**config.mk**
```make
export PLATFORM = sky130hd
export DESIGN_NAME = seg7_scan
export DESIGN_NICKNAME = d
export VERILOG_FILES = /design/src/rtl/seg7_pkg.sv /design/src/rtl/seg7_scan_bin2bcd.sv /design/src/rtl/seg7_scan.sv
export SDC_FILE = /design/constraint.sdc
export NUM_CORES = 1
export LEC_CHECK = 0
export BUFFER_PORTS_ARGS = -buffer_cell sky130_fd_sc_hd__buf_4
export CORE_UTILIZATION = 50
export DETAILED_ROUTE_END_ITERATION = 12
export GPL_ROUTABILITY_DRIVEN = 0
export PLACE_DENSITY = 0.77
export SETUP_SLACK_MARGIN = 0.5
export SYNTH_ARGS = -nofsm -noshare
export SYNTH_HDL_FRONTEND = slang
export SYNTH_SLANG_ARGS = --single-unit
```
**constraint.sdc**
```tcl
create_clock -name clk_i -period 5.85 [get_ports clk_i]
set_clock_uncertainty 0.2 [all_clocks]
set_input_delay 0.8775 -clock clk_i [delete_from_list [all_inputs] [get_ports clk_i]]
set_output_delay 0.8775 -clock clk_i [all_outputs]
set_load 0.005 [all_outputs]
```
**src/rtl/seg7_pkg.sv**
```systemverilog
// Shared definitions for the seg7_scan display back-end.
//   - conversion FSM state encoding
//   - layout mode encodings, blank glyph, decimal display limit
//   - glyph table (active-low {g,f,e,d,c,b,a}) and the double-dabble nibble adjust
package seg7_pkg;

   typedef enum logic [1:0] {
      S_IDLE  = 2'd0,
      S_SHIFT = 2'd1,
      S_LOAD  = 2'd2
   } state_e;

   localparam int          NDIGITS     = 8;
   localparam logic [1:0]  MODE_HEX    = 2'b00;
   localparam logic [1:0]  MODE_DEC    = 2'b01;
   localparam logic [1:0]  MODE_BLANK  = 2'b10;
   localparam logic [6:0]  GLYPH_BLANK = 7'h7F;
   localparam logic [31:0] DEC_MAX     = 32'd99_999_999;

   function automatic logic [6:0] glyph(input logic [3:0] nib);
      logic [6:0] g;
      case (nib)
         4'h0:    g = 7'h40;
         4'h1:    g = 7'h79;
         4'h2:    g = 7'h24;
         4'h3:    g = 7'h30;
         4'h4:    g = 7'h19;
         4'h5:    g = 7'h12;
         4'h6:    g = 7'h02;
         4'h7:    g = 7'h78;
         4'h8:    g = 7'h00;
         4'h9:    g = 7'h10;
         4'hA:    g = 7'h08;
         4'hB:    g = 7'h03;
         4'hC:    g = 7'h46;
         4'hD:    g = 7'h21;
         4'hE:    g = 7'h06;
         default: g = 7'h0E;
      endcase
      return g;
   endfunction

   // Add 3 to every BCD nibble that is 5 or more, ahead of a left shift.
   function automatic logic [39:0] bcd_adjust(input logic [39:0] bcd);
      logic [39:0] r;
      r = bcd;
      for (int k = 0; k < 10; k++) begin
         if (bcd[4*k +: 4] >= 4'd5) begin
            r[4*k +: 4] = bcd[4*k +: 4] + 4'd3;
         end
      end
      return r;
   endfunction

endpackage

```
**src/rtl/seg7_scan_bin2bcd.sv**
```systemverilog
// Sequential 32-bit binary to 10-digit BCD converter (double dabble).
// One input bit per cycle, MSB first, 32 shifts in total. The first shift
// happens on the start edge itself, so done_o pulses in the cycle right
// after the 32nd shift, 32 cycles after start_i.
//   clk_i    clock, rising edge
//   rst_i    synchronous reset, active-low; aborts a conversion in flight
//   start_i  1-cycle pulse, samples bin_i
//   bin_i    unsigned binary value
//   bcd_o    40-bit BCD result, valid when done_o pulses
//   done_o   1-cycle pulse after the final shift
module seg7_scan_bin2bcd
   import seg7_pkg::*;
(
   input  logic        clk_i,
   input  logic        rst_i,
   input  logic        start_i,
   input  logic [31:0] bin_i,
   output logic [39:0] bcd_o,
   output logic        done_o
);

   logic [31:0] sh_q, sh_d;
   logic [39:0] bcd_q, bcd_d;
   logic [39:0] adj;
   logic [4:0]  cnt_q, cnt_d;
   logic        active_q, active_d;
   logic        done_q, done_d;

   always_comb begin
      sh_d     = sh_q;
      bcd_d    = bcd_q;
      cnt_d    = cnt_q;
      active_d = active_q;
      done_d   = 1'b0;
      adj      = bcd_adjust(bcd_q);
      if (start_i) begin
         // an all-zero BCD register needs no adjust before the first shift
         bcd_d    = {39'd0, bin_i[31]};
         sh_d     = bin_i << 1;
         cnt_d    = 5'd31;
         active_d = 1'b1;
      end else if (active_q) begin
         bcd_d = (adj << 1) | {39'd0, sh_q[31]};
         sh_d  = sh_q << 1;
         cnt_d = cnt_q - 5'd1;
         if (cnt_q == 5'd1) begin
            active_d = 1'b0;
            done_d   = 1'b1;
         end
      end
   end

   always_ff @(posedge clk_i) begin
      if (!rst_i) begin
         sh_q     <= '0;
         bcd_q    <= '0;
         cnt_q    <= '0;
         active_q <= 1'b0;
         done_q   <= 1'b0;
      end else begin
         sh_q     <= sh_d;
         bcd_q    <= bcd_d;
         cnt_q    <= cnt_d;
         active_q <= active_d;
         done_q   <= done_d;
      end
   end

   assign bcd_o  = bcd_q;
   assign done_o = done_q;

endmodule

```
**src/rtl/seg7_scan.sv**
```systemverilog
// 8-digit common-anode 7-segment display back-end.
// Snapshots {data_i, layout_i}, converts to hex or decimal digits, loads an
// 8-digit display buffer, and time-multiplexes the buffer onto the display.
//   clk_i     clock, rising edge
//   rst_i     synchronous reset, active-low
//   data_i    32-bit unsigned value
//   layout_i  [1:0] mode (00 hex, 01 dec, 10 blank, 11 hex),
//             [2] leading-zero blank, [3] dp on digit 0
//   an_o      digit enables, active-low
//   seg_o     {g,f,e,d,c,b,a}, active-low
//   dp_o      decimal point, active-low
//   busy_o    conversion in flight
//
// state   | meaning
// --------+-------------------------------------------------------------
// S_IDLE  | compare inputs to snapshot; on difference capture and start
// S_SHIFT | decimal conversion running in bin2bcd (32 cycles)
// S_LOAD  | write all 8 digit codes into the display buffer
module seg7_scan
   import seg7_pkg::*;
#(
   parameter int REFRESH_DIV = 100000
) (
   input  logic        clk_i,
   input  logic        rst_i,
   input  logic [31:0] data_i,
   input  logic [3:0]  layout_i,
   output logic [7:0]  an_o,
   output logic [6:0]  seg_o,
   output logic        dp_o,
   output logic        busy_o
);

   localparam int            PW       = $clog2(REFRESH_DIV);
   localparam logic [PW-1:0] PRESC_TC = PW'(REFRESH_DIV - 1);

   state_e      state_q, state_d;
   logic [31:0] data_q, data_d;
   logic [3:0]  layout_q, layout_d;
   logic        snap_vld_q, snap_vld_d;
   logic        busy_q, busy_d;
   logic        changed;
   logic        bcd_start;
   logic        bcd_done;
   logic [39:0] bcd;
   logic        buf_we;

   logic [NDIGITS-1:0][6:0] buf_seg_q;
   logic [NDIGITS-1:0]      buf_dp_q;
   logic [NDIGITS-1:0][6:0] load_seg;
   logic [NDIGITS-1:0]      load_dp;
   logic [31:0]             digits;
   logic [3:0]              nib;
   logic                    nz_seen;
   logic                    ovf;
   logic                    unused_bcd_hi;

   logic [PW-1:0] presc_q;
   logic [2:0]    idx_q;
   logic [7:0]    an_q;
   logic [6:0]    seg_q;
   logic          dp_q;

   // Snapshot valid is cleared at reset so the first cycle always converts,
   // even when the inputs happen to match the cleared snapshot.
   assign changed = !snap_vld_q || (data_i != data_q) || (layout_i != layout_q);

   seg7_scan_bin2bcd u_bin2bcd (
      .clk_i   (clk_i),
      .rst_i   (rst_i),
      .start_i (bcd_start),
      .bin_i   (data_i),
      .bcd_o   (bcd),
      .done_o  (bcd_done)
   );

   // Overflow is judged on the binary snapshot; the top two BCD digits are
   // never displayed.
   assign unused_bcd_hi = ^bcd[39:32];

   always_comb begin
      state_d    = state_q;
      data_d     = data_q;
      layout_d   = layout_q;
      snap_vld_d = snap_vld_q;
      busy_d     = busy_q;
      bcd_start  = 1'b0;
      buf_we     = 1'b0;
      case (state_q)
         S_IDLE: begin
            busy_d = 1'b0;
            if (changed) begin
               data_d     = data_i;
               layout_d   = layout_i;
               snap_vld_d = 1'b1;
               busy_d     = 1'b1;
               if (layout_i[1:0] == MODE_DEC) begin
                  bcd_start = 1'b1;
                  state_d   = S_SHIFT;
               end else begin
                  state_d = S_LOAD;
               end
            end
         end
         S_SHIFT: begin
            if (bcd_done) begin
               state_d = S_LOAD;
            end
         end
         S_LOAD: begin
            // A result that is already stale is dropped; IDLE reconverts next
            // cycle so an intermediate value never reaches the display.
            buf_we  = !changed;
            state_d = S_IDLE;
         end
         default: state_d = S_IDLE;
      endcase
   end

   always_comb begin
      digits   = (layout_q[1:0] == MODE_DEC) ? bcd[31:0] : data_q;
      ovf      = (layout_q[1:0] == MODE_DEC) && (data_q > DEC_MAX);
      nz_seen  = 1'b0;
      nib      = 4'd0;
      load_seg = {NDIGITS{GLYPH_BLANK}};
      load_dp  = '1;
      for (int k = NDIGITS - 1; k >= 0; k--) begin
         nib = digits[4*k +: 4];
         if (nib != 4'd0) begin
            nz_seen = 1'b1;
         end
         load_seg[k] = glyph(nib);
         load_dp[k]  = !(ovf || ((k == 0) && layout_q[3]));
         if (layout_q[2] && !nz_seen && (k != 0)) begin
            load_seg[k] = GLYPH_BLANK;
         end
         if (layout_q[1:0] == MODE_BLANK) begin
            load_seg[k] = GLYPH_BLANK;
            load_dp[k]  = 1'b1;
         end
      end
   end

   always_ff @(posedge clk_i) begin
      if (!rst_i) begin
         state_q    <= S_IDLE;
         data_q     <= '0;
         layout_q   <= '0;
         snap_vld_q <= 1'b0;
         busy_q     <= 1'b0;
      end else begin
         state_q    <= state_d;
         data_q     <= data_d;
         layout_q   <= layout_d;
         snap_vld_q <= snap_vld_d;
         busy_q     <= busy_d;
      end
   end

   always_ff @(posedge clk_i) begin
      if (!rst_i) begin
         buf_seg_q <= {NDIGITS{GLYPH_BLANK}};
         buf_dp_q  <= '1;
         presc_q   <= '0;
         idx_q     <= '0;
         an_q      <= 8'hFF;
         seg_q     <= GLYPH_BLANK;
         dp_q      <= 1'b1;
      end else begin
         if (buf_we) begin
            buf_seg_q <= load_seg;
            buf_dp_q  <= load_dp;
         end
         if (presc_q == PRESC_TC) begin
            presc_q <= '0;
            idx_q   <= idx_q + 3'd1;
         end else begin
            presc_q <= presc_q + PW'(1);
         end
         an_q  <= ~(8'd1 << idx_q);
         seg_q <= buf_seg_q[idx_q];
         dp_q  <= buf_dp_q[idx_q];
      end
   end

   assign an_o   = an_q;
   assign seg_o  = seg_q;
   assign dp_o   = dp_q;
   assign busy_o = busy_q;

endmodule

```
==> impl.org, run 1 <==
** Pwr
- Across the VDD grid, the largest voltage drop is 239.2 uV.
- Total chip power :: 3.553 mW
- Static leakage :: 5.003 nW
- In this run the power density over the cells is 270.9 nW/um2.

** Yosys
- Number of distinct library cells after synthesis :: 63
- In this run, synthesis produced a sequential element count of 204.
- Mean post-synth cell area :: 8.648 um2
- Ranked by instance count, the synthesized netlist is headed by dfxtp_1, nand2_1, a21oi_1.
- In this run the biggest area consumer among cell types represents 34.47% of the synthesized area.
- Most frequent cell after synthesis :: dfxtp_1
- Number of nets in the synthesized netlist :: 1475
- For this run, asynchronously set or reset flops after synthesis account for 0%.
- Register area share after synthesis :: 34.47%
- Yosys attributes the largest share of cell area to dfxtp_1, ha_1, mux2i_1, nand2_1, a21oi_1.
- Most frequently used flop master after synthesis :: dfxtp_1
- The cell count after synthesis came out at 1370.
- For this run, the number of Yosys warnings is 0.
- Post-synth top area cell :: dfxtp_1
- The synthesized netlist occupies a cell area of 11850 um2.
- Number of enable-type register cells in the synthesized netlist :: 0

** Clocking
- Post-CTS timing repair inserted 0 buffers for setup.
- Clk Tree Root Cell :: clkbuf_16
- The number of hold buffers added after CTS was 0.
- In this run the number of H-tree levels came out at 1.
- Counting along the longest clock path gives a buffer depth of 3.
- CTS tree :: yes
- Buffers inserted during clock tree synthesis total 23.
- At the later pin of the worst-skew pair, clock insertion delay measures 0.51 ns.
- After clock tree synthesis, the repair step resized 0 gates.
- For this design, the sink count on the clock tree is 204.
- Clock slew at reported path FFs :: 0.06 ns

** Route
- Detailed-routing iteration count for the pre-antenna-repair pass :: 7
- Antenna-violating nets left :: 0
- After detailed routing, the number of remaining DRC violations is 0.
- In the routed layout, each cell is associated on average with a via count of 5.709.
- After detailed routing, the average wire length per cell comes to 15.94 um.
- Number of vias after detailed routing :: 9740
- Summed over all layers, the routed wires come to 27.20 mm.
- Count of routing violations after the opening detailed-route iteration :: 727

** Place
- Port Buf Inserts :: 54
- Once placement completed, the tool counted placed cells totaling 1664.
- DP HPWL :: 19.16 mm

** Floorplanning
- The initialized floorplan defines 55 standard-cell rows.
- Die Height :: 155.9 um
- Die Width :: 155.9 um
- The total area inside the core boundary comes to 22920 um2.
- Io pins :: 55
- The initial utilization of the core area, before any placement, comes to 51.70%.
- The die covers 24310 um2.

** Worst setup path
- Kind of critical path :: register to register
- Slack of the worst reg-to-reg path :: 2.08 ns
- In this run the worst path has a maximum fanout of 29.
- Crit start category :: register
- Cells on worst reg2reg path :: 8
- Data on the critical path is required at its endpoint by 6.09 ns.
- The worst register-to-register path ends at buf_seg_q[9].
- The worst setup path is captured at a register.
- Critical path arrival :: 4.01 ns
- Reg-to-reg startpoint :: layout_q[0]

** STA
- In the final timing run, aggregate negative setup slack is 0 ns.
- Setup repair after global routing missed its margin :: no
- The final critical path takes up 64.44% of the cycle.
- The hold violation count in the final report is 0.
- Fmax :: 265.3 MHz
- At the pin with the least slew margin, the transition time is 1.279 ns.
- Headroom to the max-slew limit came out at 14.73%.
- Setup Viol. Count Final :: 0
- The worst path needs 3.770 ns of the cycle, external delays included.
- Slew Limit Fails :: 0

** Global routing
- The layer flagged by global routing as most heavily used is met2.
- For this run, global-route usage on met3 was measured as 2.639%.
- Global routing consumed, on the met2 layer, 34.76% of the routing resources.
- Entering global routing, the biggest net connects 115 pins.
- Met1 Resource Use GR :: 32.54%
- Global-route usage over all layers :: 22.44%
- The number of antenna violations at the first check in global routing was 0.
- First-pass GRT wire length :: 44.42 mm
- The number of global-route vias before repair is 8725.
- Sum of overflow across all layers after global routing :: 0

** Layout
- Inserted Diodes :: 0
- Layout area overhead :: 10.71%
- Fin nets :: 1481
- Final core utilization :: 57.24%
- Fraction of layout instances using a drive strength above 1 :: 12.35%
- Once layout is complete, the cells apart from fillers number 1706.

** Hold path
- In this run the most critical hold path is launched from snap_vld_q.
- WHS Path Cells :: 1
- The min-delay analysis places its worst path in the category register to register.
- Hold worst-path end :: snap_vld_q

** Status
- Status :: finished clean

** Run
- Max-capacitance violation count :: 0
## power by group
group / switching [mW] / internal [mW]
combinational: 0.369 / 0.236
clock: 0.589 / 0.860
sequential: 0.0599 / 1.44
## worst max path at each step
stage                startpoint            end  slack, ns  cells after the start
finish              layout_q[0]   buf_seg_q[9]       2.08                      8
global route        layout_q[0]   buf_seg_q[7]       1.74                      8
CTS                 layout_q[0]   buf_seg_q[9]       2.09                      8
detailed placement   data_i[22]  buf_seg_q[53]       2.02                      8
global placement     data_i[22]  buf_seg_q[31]       2.03                      8
floorplan           layout_q[0]  buf_seg_q[17]       2.56                     12
## sequential cells by signal (all words and copies together), names as in the netlist, 2 cells and up
name	count
layout_q	4
u_bin2bcd.sh_q	31
presc_q	17
seg_o	7
buf_dp_q	2
idx_q	3
an_o	8
state_q	2
u_bin2bcd.cnt_q	5
buf_seg_q	56
data_q	32
u_bin2bcd.bcd_o	32
## through the flow
| step | area [um2] | setup slack [ns] | hold slack [ns] |
|---|---|---|---|
| 3_3_place_gp | 12350 | 2.030 | 0.2389 |
| 5_1_grt | 13120 | 1.740 | 0.2955 |
| 3_5_place_dp | 12350 | 2.019 | 0.2474 |
| 4_1_cts | 13120 | 2.092 | 0.2610 |
| 6_report | 13120 | 2.080 | 0.2569 |
| 2_1_floorplan | 11850 | 2.563 | 0.2325 |
## critical path, cell delays in order (launching register included)
cell and delay (ns):
dfxtp_1 0.46, nor2b_4 0.82, mux2i_1 0.58, ha_1 0.32, nand2_1 0.07, or4_4 0.43, nor4_4 0.51, nor3_1 0.12
a21oi_1 0.18
## logic make-up after synthesis
logic type               Yosys count  synth area share, %
buffers and inverters            132                4.689
AO/OA/AOI/OAI                    283                14.49
multiplexers                     136                13.51
flip-flops                       204                34.47
adder cells (fa/ha/maj)           67                7.076
XOR/XNOR                          67                4.953
AND/OR/NAND/NOR                  481                20.82
## area by class of cell
| type | instances | area (um2) |
|---|---|---|
| fill | 2048 | 9799 |
| multi-input combinational | 1034 | 7212 |
| sequential | 204 | 4085 |
| clock buffer | 32 | 679.4 |
| timing repair buffer | 62 | 465.4 |
| tap | 313 | 391.6 |
| inverter | 51 | 191.4 |
| clock inverter | 10 | 91.34 |
## placed cells by master, fill, tap and decap left out, types with 3 or more instances in the layout
cell type,count
o22ai_1,3
nor3b_1,68
xnor2_1,22
o211ai_1,5
nand3_1,64
mux4_2,15
and2_1,8
nand2b_1,18
o21ai_1,4
nand2_1,154
ha_1,67
a31oi_1,4
o21a_1,5
dfxtp_1,203
nand4_1,7
nor3_1,32
a21oi_1,108
a221oi_1,10
nor4_4,3
buf_4,62
nor4_1,14
clkbuf_16,23
o21ai_0,74
clkinv_2,5
xor2_1,45
mux2i_1,80
clkbuf_8,7
inv_1,50
a22o_1,4
mux2_2,41
a311oi_1,4
a211oi_1,32
and4_1,3
o32ai_1,4
nor2b_1,7
a21boi_0,7
or3_1,5
nor2_1,86
## per-layer routing
metal	vias up	part of all wire (%)
li1	4892	-
met1	4523	48
met2	279	44
met3	46	5.8
met4	0	2.4
met5	-	0
No activity file was read; power rests on OpenSTA's default activity.
==> run 2, diff against run 1 <==
- clock period: 5.85 -> 3.94 ns (I/O delays scaled with it)
==> run 2 against run 1 <==
  * Sequential share of layout area down 0.35 points
  * Non-clock buffer count increased by 20
  * Worst setup slack worse by 1.4 ns
  * Largest cell class unchanged
==> impl.org, run 2 (synthesized netlist as in run 1, its figures left out) <==
** Route
- The post-detailed-routing wire length is 27.91 mm (was 27.20 mm).
- Routed len/inst :: 16.20 um (was 15.94 um)
- DR vias/cell :: 5.756 (was 5.709)
- Count of routing violations after the opening detailed-route iteration :: 774 (was 727)
- The detailed-route via count came to 9918 (was 9740).
- The detailed-route DRC error count is 0 (unchanged).
- Antenna-violating nets left :: 0 (unchanged)
- The number of optimization iterations in the first detailed-route pass came to 6 (was 7).

** Global routing
- Sum of overflow across all layers after global routing :: 0 (unchanged)
- Maximum number of pins on one net before global-route repair :: 74 (was 115)
- First-pass GRT wire length :: 46.17 mm (was 44.42 mm)
- Initial antenna violation count :: 0 (unchanged)
- Vias in the first global route :: 9190 (was 8725)
- The global-route usage over all layers is 23.31% (was 22.44%).

** Layout
- Fin nets :: 1501 (was 1481)
- Most frequent cells in the layout: dfxtp_1, nand2_1, a21oi_1 (unchanged).
- The proportion of layout cells with a drive suffix above 1 is 13.40% (was 12.35%).
- Layout area overhead :: 11.98% (was 10.71%)
- The final core utilization was 57.89% (was 57.24%).
- Register ranked first by flip-flop count :: buf_seg_q (unchanged)
- The number of flip-flops under the largest register name is 56 (unchanged).
- The final design area excluding fillers came to 13270 um2 (was 13120 um2).
- The total inserted antenna cells is 0 (unchanged).
- Most common cell after layout, fill and taps aside :: dfxtp_1 (unchanged)
- Filler-free cell count of the finished design :: 1723 (was 1706)

** Place
- Post-DP Area :: 12470 um2 (was 12350 um2)
- The setup slack after placement is 0.4700 ns (was 2.019 ns).
- Cells after DPL :: 1677 (was 1664)
- The number of buffers inserted by port buffering was 54 (unchanged).
- The half-perimeter wire length after placement is 19.60 mm (was 19.16 mm).

** STA
- Final cycle utilization of the critical path :: 81.72% (was 64.44%)
- Max-Slew Margin vs Limit :: 27.09% (was 14.73%)
- Setup repair after global routing missed its margin :: yes (was no)
- The maximum clock frequency is 310.6 MHz (was 265.3 MHz).
- Final-report hold violation count :: 0 (unchanged)
- The worst-margin pin slew came to 1.063 ns (was 1.279 ns).
- Setup Viol. Count Final :: 0 (unchanged)
- The final total negative setup slack came to 0 ns (unchanged).
- Final hold slack :: 0.1359 ns (was 0.2569 ns)
- Setup slack after layout :: 0.7200 ns (was 2.080 ns)
- Min Clock Period, post-route :: 3.220 ns (was 3.770 ns)
- The max-slew violation count was 0 (unchanged).

** Floorplanning
- The horizontal extent of the die came to 155.9 um (unchanged).
- The placeable core area was 22920 um2 (unchanged).
- Number of core rows :: 55 (unchanged)
- The effective utilization at floorplan came to 51.70% (unchanged).
- Die Height :: 155.9 um (unchanged)
- The top-level port count came to 55 (unchanged).
- Total Die Area :: 24310 um2 (unchanged)

** Worst setup path
- The category of the most critical setup path is register to register (unchanged).
- The required time at the endpoint of the critical path came to 4.17 ns (was 6.09 ns).
- The cell type of the slowest stage on the worst timing path was dfxtp_1 (was nor2b_4).
- The worst-path maximum fanout is 7 (was 29).
- Maximum single-stage delay on the critical path :: 0.47 ns (was 0.82 ns)
- The critical path arrival came to 3.45 ns (was 4.01 ns).
- Top delay family on crit path :: simple AND/OR/NAND/NOR gates (unchanged)
- Kind of end point of the critical path :: register (unchanged)
- Critical-path cell list: nor2b_4 -> buf_4 -> mux2_2 -> inv_1 -> ha_1 -> inv_1 -> nor3_1 -> o21ai_1 -> nor4_4 -> buf_4 -> nor3_1 -> a21oi_1 (was nor2b_4 -> mux2i_1 -> ha_1 -> nand2_1 -> or4_4 -> nor4_4 -> nor3_1 -> a21oi_1).
- The count of buffering cells on the critical path with inverters included came to 4 (was 0).
- Crit start category :: register (unchanged)

** Pwr
- Static leakage :: 5.061 nW (was 5.003 nW)
- The clock share of power came to 39.3% (was 40.8%).
- The total net switching power is 1.499 mW (was 1.018 mW).
- Worst supply voltage drop on vdd :: 378.3 uV (was 239.2 uV)
- Cell-internal power :: 3.700 mW (was 2.535 mW)
- Switching part of the total :: 28.83% (was 28.65%)
- Sequential share of power :: 42.8% (was 42.2%)
- Share of total power in combinational logic :: 17.9% (was 17.0%)
- Pwr per Cell Area :: 391.9 nW/um2 (was 270.9 nW/um2)
- Total chip power :: 5.199 mW (was 3.553 mW)

** Clocking
- Clock slew at reported path FFs :: 0.06 ns (about the same)
- Clock sink total :: 204 (unchanged)
- Clk Tree Root Cell :: clkbuf_16 (unchanged)
- The maximum level of the CTS H-tree is 1 (unchanged).
- The deepest clock path buffer count is 3 (unchanged).
- The TritonCTS clock tree is yes (unchanged).
- Insertion delay to the later sink of the worst-skew pair :: 0.50 ns (was 0.51 ns)
- The number of CTS-inserted buffers came to 23 (unchanged).

** Hold path
- The worst hold-check path type was primary input to register (was register to register).

** Status
- Status: finished clean (unchanged).

** Run
- The count of max-cap constraint violations is 0 (unchanged).
==> run 2: cell count changes in the layout (fill, tap and decap cells not counted), moves of 2 or more <==
| cell | change |
|---|---|
| buf_4 | +18 |
| clkbuf_8 | -4 |
| clkinvlp_4 | +3 |
| buf_12 | +2 |
| clkbuf_1 | +2 |
| mux2i_1 | -2 |
==> run 2: path summary, 6_finish.rpt <==
| path | startpoint | to | depth (start not counted) | slack [ns] |
|---|---|---|---|---|
| worst min-delay path | layout_i[2] | layout_q[2] | 3 | 0.14 |
| worst max register to register | layout_q[0] | buf_seg_q[7] | 12 | 0.72 |
| worst min register to register | u_bin2bcd.done_o | state_q[1] | 2 | 0.28 |
| worst max-delay path | layout_q[0] | buf_seg_q[7] | 12 | 0.72 |
==> run 2: per-layer routing <==
metal  GRT usage [%]  vias to the layer above  wire [um]
met3           3.306                       48       1428
met2           36.39                      282      12400
met5               0                        -          0
met4           7.610                        0        822
li1                -                     4911          -
met1           32.93                     4677      13260
==> run 2: timing repair <==
item,CTS,global route
buffers inserted,3,4
hold buffers,0,0
resized for setup,0,6
pin swaps,0,2
setup endpoints to repair,15,30
==> run 2: power groups by stage <==
| stage | logic [mW] | clock network [mW] | registers (mW) |
|---|---|---|---|
| global route | 1.03 | 2.17 | 2.24 |
| finish | 0.929 | 2.04 | 2.23 |
| detailed placement | 0.896 | 0 | 2.27 |
| CTS | 0.909 | 2.08 | 2.22 |
| global placement | 0.876 | 0 | 2.26 |
| floorplan | 0.683 | 0 | 2.24 |
==> run 2: cell type report <==
class / instances / area, um2
Clock buffer: 30 / 631.9
Clock inverter: 9 / 80.08
Fill cell: 2050 / 9649
Inverter: 51 / 191.4
Multi-Input combinational cell: 1034 / 7246
Sequential cell: 204 / 4085
Tap cell: 313 / 391.6
Timing Repair Buffer: 82 / 640.6
==> run 2: worst min-delay path: stages <==
cell and delay [ns]:
buf_4 0.10, nand3_1 0.05, o21ai_0 0.06
==> run 3, diff against run 2 <==
- ABC_AREA: unset -> 1
- clock period: 3.94 -> 3.4 ns (I/O delays scaled with it)
==> run 3 against run 2 <==
  * Critical path depth shrank 2
  * Non-clock buffer count decreased by 2
  * Maximum frequency increased by 17%
  * Routed wire length is 21% higher
  * Global-route usage rose by 2.6 points
  * Register-to-register slack got worse by 0.07 ns
  * Worst setup slack worse by 0.073 ns
  * Synthesized cell count up 37%
  * Critical path type unchanged
==> impl.org, run 3 <==
** Yosys
- Mean post-synth cell area :: 6.632 um2 (was 8.648 um2)
- The largest family of logic cells by synthesized area is simple AND/OR/NAND/NOR gates (unchanged).
- Number of enable-type register cells in the synthesized netlist :: 0 (unchanged)
- Share of cell area taken by muxes after synthesis :: 0% (was 13.51%)
- Leading cell types by total area after synthesis :: dfxtp_1, nand2_1, a21oi_1, ha_1, inv_1 (was dfxtp_1, ha_1, mux2i_1, nand2_1, a21oi_1)
- The top-area cell type share of the netlist area came to 32.77% (was 34.47%).
- The number of unique standard cell types used by synthesis was 53 (was 63).
- Post-synth top area cell :: dfxtp_1 (unchanged)
- The net count after synthesis came to 1984 (was 1475).
- Cell area after technology mapping :: 12460 um2 (was 11850 um2)
- The most common flop cell mapped by yosys was dfxtp_1 (unchanged).
- Area share of and/or/nand/nor cells after synthesis :: 29.01% (was 20.82%)
- Synthesized-area fraction occupied by ao, oa, aoi and oai cells :: 20.06% (was 14.49%)
- Xor/xnor share of the synthesized area :: 1.406% (was 4.953%)
- The gate count of the mapped netlist came to 1879 (was 1370).
- Top cell types by occurrence after synthesis :: nand2_1, inv_1, dfxtp_1 (was dfxtp_1, nand2_1, a21oi_1)
- Synth async-reset ratio :: 0% (unchanged)
- Register area share after synthesis :: 32.77% (was 34.47%)
- Count of yosys warnings during synthesis :: 0 (unchanged)
- The most frequently used cell type in the post-synthesis netlist is nand2_1 (was dfxtp_1).
- The synthesis-stage register bit count came to 204 (unchanged).
- Area share of fa/ha/maj cells after synthesis :: 6.727% (was 7.076%)

** Worst setup path
- The launching instance or port of the critical path is layout_q[0] (unchanged).
- The number of logic stages on the critical path including buffering was 10 (was 12).
- Master of the slowest instance on the critical path :: dfxtp_1 (unchanged)
- The worst flop-to-flop path startpoint is layout_q[0] (unchanged).
- Maximum single-stage delay on the critical path :: 0.42 ns (was 0.47 ns)
- The count of buffering cells on the critical path with inverters included is 2 (was 4).
- Kind of end point of the critical path :: register (unchanged)
- The category of the most critical setup path was register to register (unchanged).
- The cell type group with the largest total delay on the critical path was compound AO/OA/AOI/OAI gates (was simple AND/OR/NAND/NOR gates).
- Critical Path Fanout Max :: 23 (was 7)
- Worst endpoint required time :: 3.58 ns (was 4.17 ns)
- Critical-path cell list :: nand2_4 -> o21ai_0 -> inv_1 -> ha_1 -> nand3_2 -> inv_1 -> nand2_1 -> nand2_1 -> o21ai_0 -> nand3_1 (was nor2b_4 -> buf_4 -> mux2_2 -> inv_1 -> ha_1 -> inv_1 -> nor3_1 -> o21ai_1 -> nor4_4 -> buf_4 -> nor3_1 -> a21oi_1)
- Critical path arrival :: 2.93 ns (was 3.45 ns)
- Cells on worst reg2reg path :: 10 (was 12)
- Crit start category :: register (unchanged)

** Clocking
- The maximum level of the CTS H-tree was 1 (unchanged).
- The count of clock tree sinks was 204 (unchanged).
- The hold-fix buffer count after cts came to 0 (unchanged).
- The TritonCTS clock tree was yes (unchanged).
- The post-cts sizing count is 0 (unchanged).
- The total setup buffers inserted after CTS is 0 (was 3).
- Clock slew at reported path FFs :: 0.06 ns (about the same)
- TritonCTS Buffers :: 23 (unchanged)
- The deepest clock path buffer count is 3 (unchanged).
- Clk Tree Root Cell :: clkbuf_16 (unchanged)
- Insertion delay to the later sink of the worst-skew pair :: 0.52 ns (was 0.50 ns)

** Floorplanning
- The placeable core area is 24390 um2 (was 22920 um2).
- The top-level port count was 55 (unchanged).
- Die Width :: 159.9 um (was 155.9 um)
- Die Height :: 159.9 um (was 155.9 um)
- Number of core rows :: 57 (was 55)
- Starting density of the core :: 51.09% (was 51.70%)
- The floorplan die area is 25560 um2 (was 24310 um2).

** Route
- The violation count after the first detailed-routing iteration came to 1326 (was 774).
- The remaining number of nets flagged by the antenna check after routing was 0 (unchanged).
- Detailed-routing iteration count for the pre-antenna-repair pass :: 5 (was 6)
- The post-detailed-routing wire length came to 33.86 mm (was 27.91 mm).
- The detailed-route via count is 12560 (was 9918).
- Routed len/inst :: 15.12 um (was 16.20 um)
- The detailed-route DRC error count was 0 (unchanged).
- DR vias/cell :: 5.610 (was 5.756)

** Place
- Post-DP Area :: 13100 um2 (was 12470 um2)
- Post-place setup slack :: 0.5057 ns (was 0.4700 ns)
- Port Buf Inserts :: 54 (unchanged)
- The number of placed instances, taps included was 2197 (was 1677).
- The half-perimeter wire length after placement was 24.32 mm (was 19.60 mm).

** Layout
- The top register by number of flip-flops was buf_seg_q (unchanged).
- Fin nets :: 2003 (was 1501)
- The non-filler instance count after layout is 2239 (was 1723).
- The total inserted antenna cells is 0 (unchanged).
- The final core utilization is 57.37% (was 57.89%).
- The number of fill cells in the layout was 2290 (was 2050).
- Area taken by flip-flops and latches :: 4085 um2 (unchanged)
- Most common cell after layout, fill and taps aside :: nand2_1 (was dfxtp_1)
- Max FFs per register :: 56 (unchanged)
- Final instance area :: 13990 um2 (was 13270 um2)
- Most frequent cells in the layout :: nand2_1, inv_1, dfxtp_1 (was dfxtp_1, nand2_1, a21oi_1)
- The area of the multi-input gates came to 7159 um2 (was 7246 um2).
- Fraction of layout instances using a drive strength above 1 :: 9.399% (was 13.40%)
- Layout area overhead :: 12.28% (was 11.98%)

** Global routing
- First-pass GRT wire length :: 55.72 mm (was 46.17 mm)
- Global-route usage over all layers :: 25.96% (was 23.31%)
- Maximum number of pins on one net before global-route repair :: 54 (was 74)
- Sum of overflow across all layers after global routing :: 0 (unchanged)
- The number of global-route vias before repair is 11320 (was 9190).
- Initial antenna violation count :: 0 (unchanged)

** Hold path
- Class of the worst hold path :: primary input to register (unchanged)
- The start point of the worst hold path is data_i[0] (was layout_i[2]).
- WHS Path Cells :: 3 (unchanged)

** STA
- Fmax :: 363.2 MHz (was 310.6 MHz)
- Slew Limit Fails :: 0 (unchanged)
- Setup slack after layout :: 0.6469 ns (was 0.7200 ns)
- Setup repair after global routing missed its margin :: yes (unchanged)
- Final-report hold violation count :: 0 (unchanged)
- The worst relative slew slack came to 48.17% (was 27.09%).
- The worst-margin pin slew came to 0.7764 ns (was 1.063 ns).
- Final cycle utilization of the critical path :: 80.97% (was 81.72%)
- Min Clock Period, post-route :: 2.753 ns (was 3.220 ns)
- The number of setup violations in the final report was 0 (unchanged).
- Sum of negative setup slack :: 0 ns (unchanged)

** Pwr
- The static power due to leakage came to 6.424 nW (was 5.061 nW).
- The power per cell area was 505.9 nW/um2 (was 391.9 nW/um2).
- Worst supply voltage drop on vdd :: 406.3 uV (was 378.3 uV)

** Run
- Max-capacitance violation count :: 0 (unchanged)

** Status
- Status: finished clean (unchanged).
[run 3: cell types whose count changed after synthesis, moves of 45 or more]
| cell | previous run | this run |
|---|---|---|
| o21ai_0 | 74 | 138 |
| nand2_1 | 154 | 467 |
| a21oi_1 | 108 | 201 |
| inv_1 | 50 | 213 |
| nor3b_1 | 68 | 4 |
| mux2i_1 | 80 | 0 |
| nand3_1 | 64 | 109 |
| nor2_1 | 86 | 134 |
[run 3: tightest hold or removal path, delay by kind of cell]
kind | cells | cell delay, ns
AOI/OAI and AO/OA | 1 | 0.07
buffers and inverters | 2 | 0.18
[run 3: logic make-up after synthesis]
group | count (synthesis)
adders and majority gates | 67
DFF | 204
AOI/OAI and AO/OA | 447
buffers and inverters | 311
xor gates and xnor gates | 20
and+or+nand+nor | 830
[run 3: final cells by class]
class | count | area share [%]
Inverter | 225 | 6.045
Tap cell | 324 | 2.897
Clock buffer | 27 | 4.507
Sequential cell | 204 | 29.20
Clock inverter | 15 | 1.717
Timing Repair Buffer | 80 | 4.471
Multi-Input combinational cell | 1364 | 51.17
[run 3: worst paths after layout]
path | end | slack [ns]
setup / recovery | buf_seg_q[42] | 0.65
hold / removal | u_bin2bcd.sh_q[1] | 0.09
setup reg to reg | buf_seg_q[42] | 0.65
hold reg to reg | buf_seg_q[28] | 0.26
[run 3: per-layer routing]
layer	routed length, um	vias up	GRT usage (%)	part of all wire, %
met4	975	0	8.268	2.9
met1	15170	5800	35.66	45
met3	2316	67	2.857	6.8
met2	15390	457	42.54	45
met5	0	-	0	0
li1	-	6237	-	-
[run 3: per-stage QoR]
stage	hold WS, ns	power (mW)
final	0.09193	7.078
after floorplan	0.2303	3.827
after global routing	0.1103	7.394
after detailed placement	0.2486	4.231
after CTS	0.08211	7.065
after global placement	0.2423	4.202
[run 3: report_power, final]
part	internal, mW	leakage, nW	switching, mW
clock network	1.79	0.422	1.06
registers	2.50	1.67	0.0971
logic	0.536	4.34	1.10
total	4.82	6.42	2.26
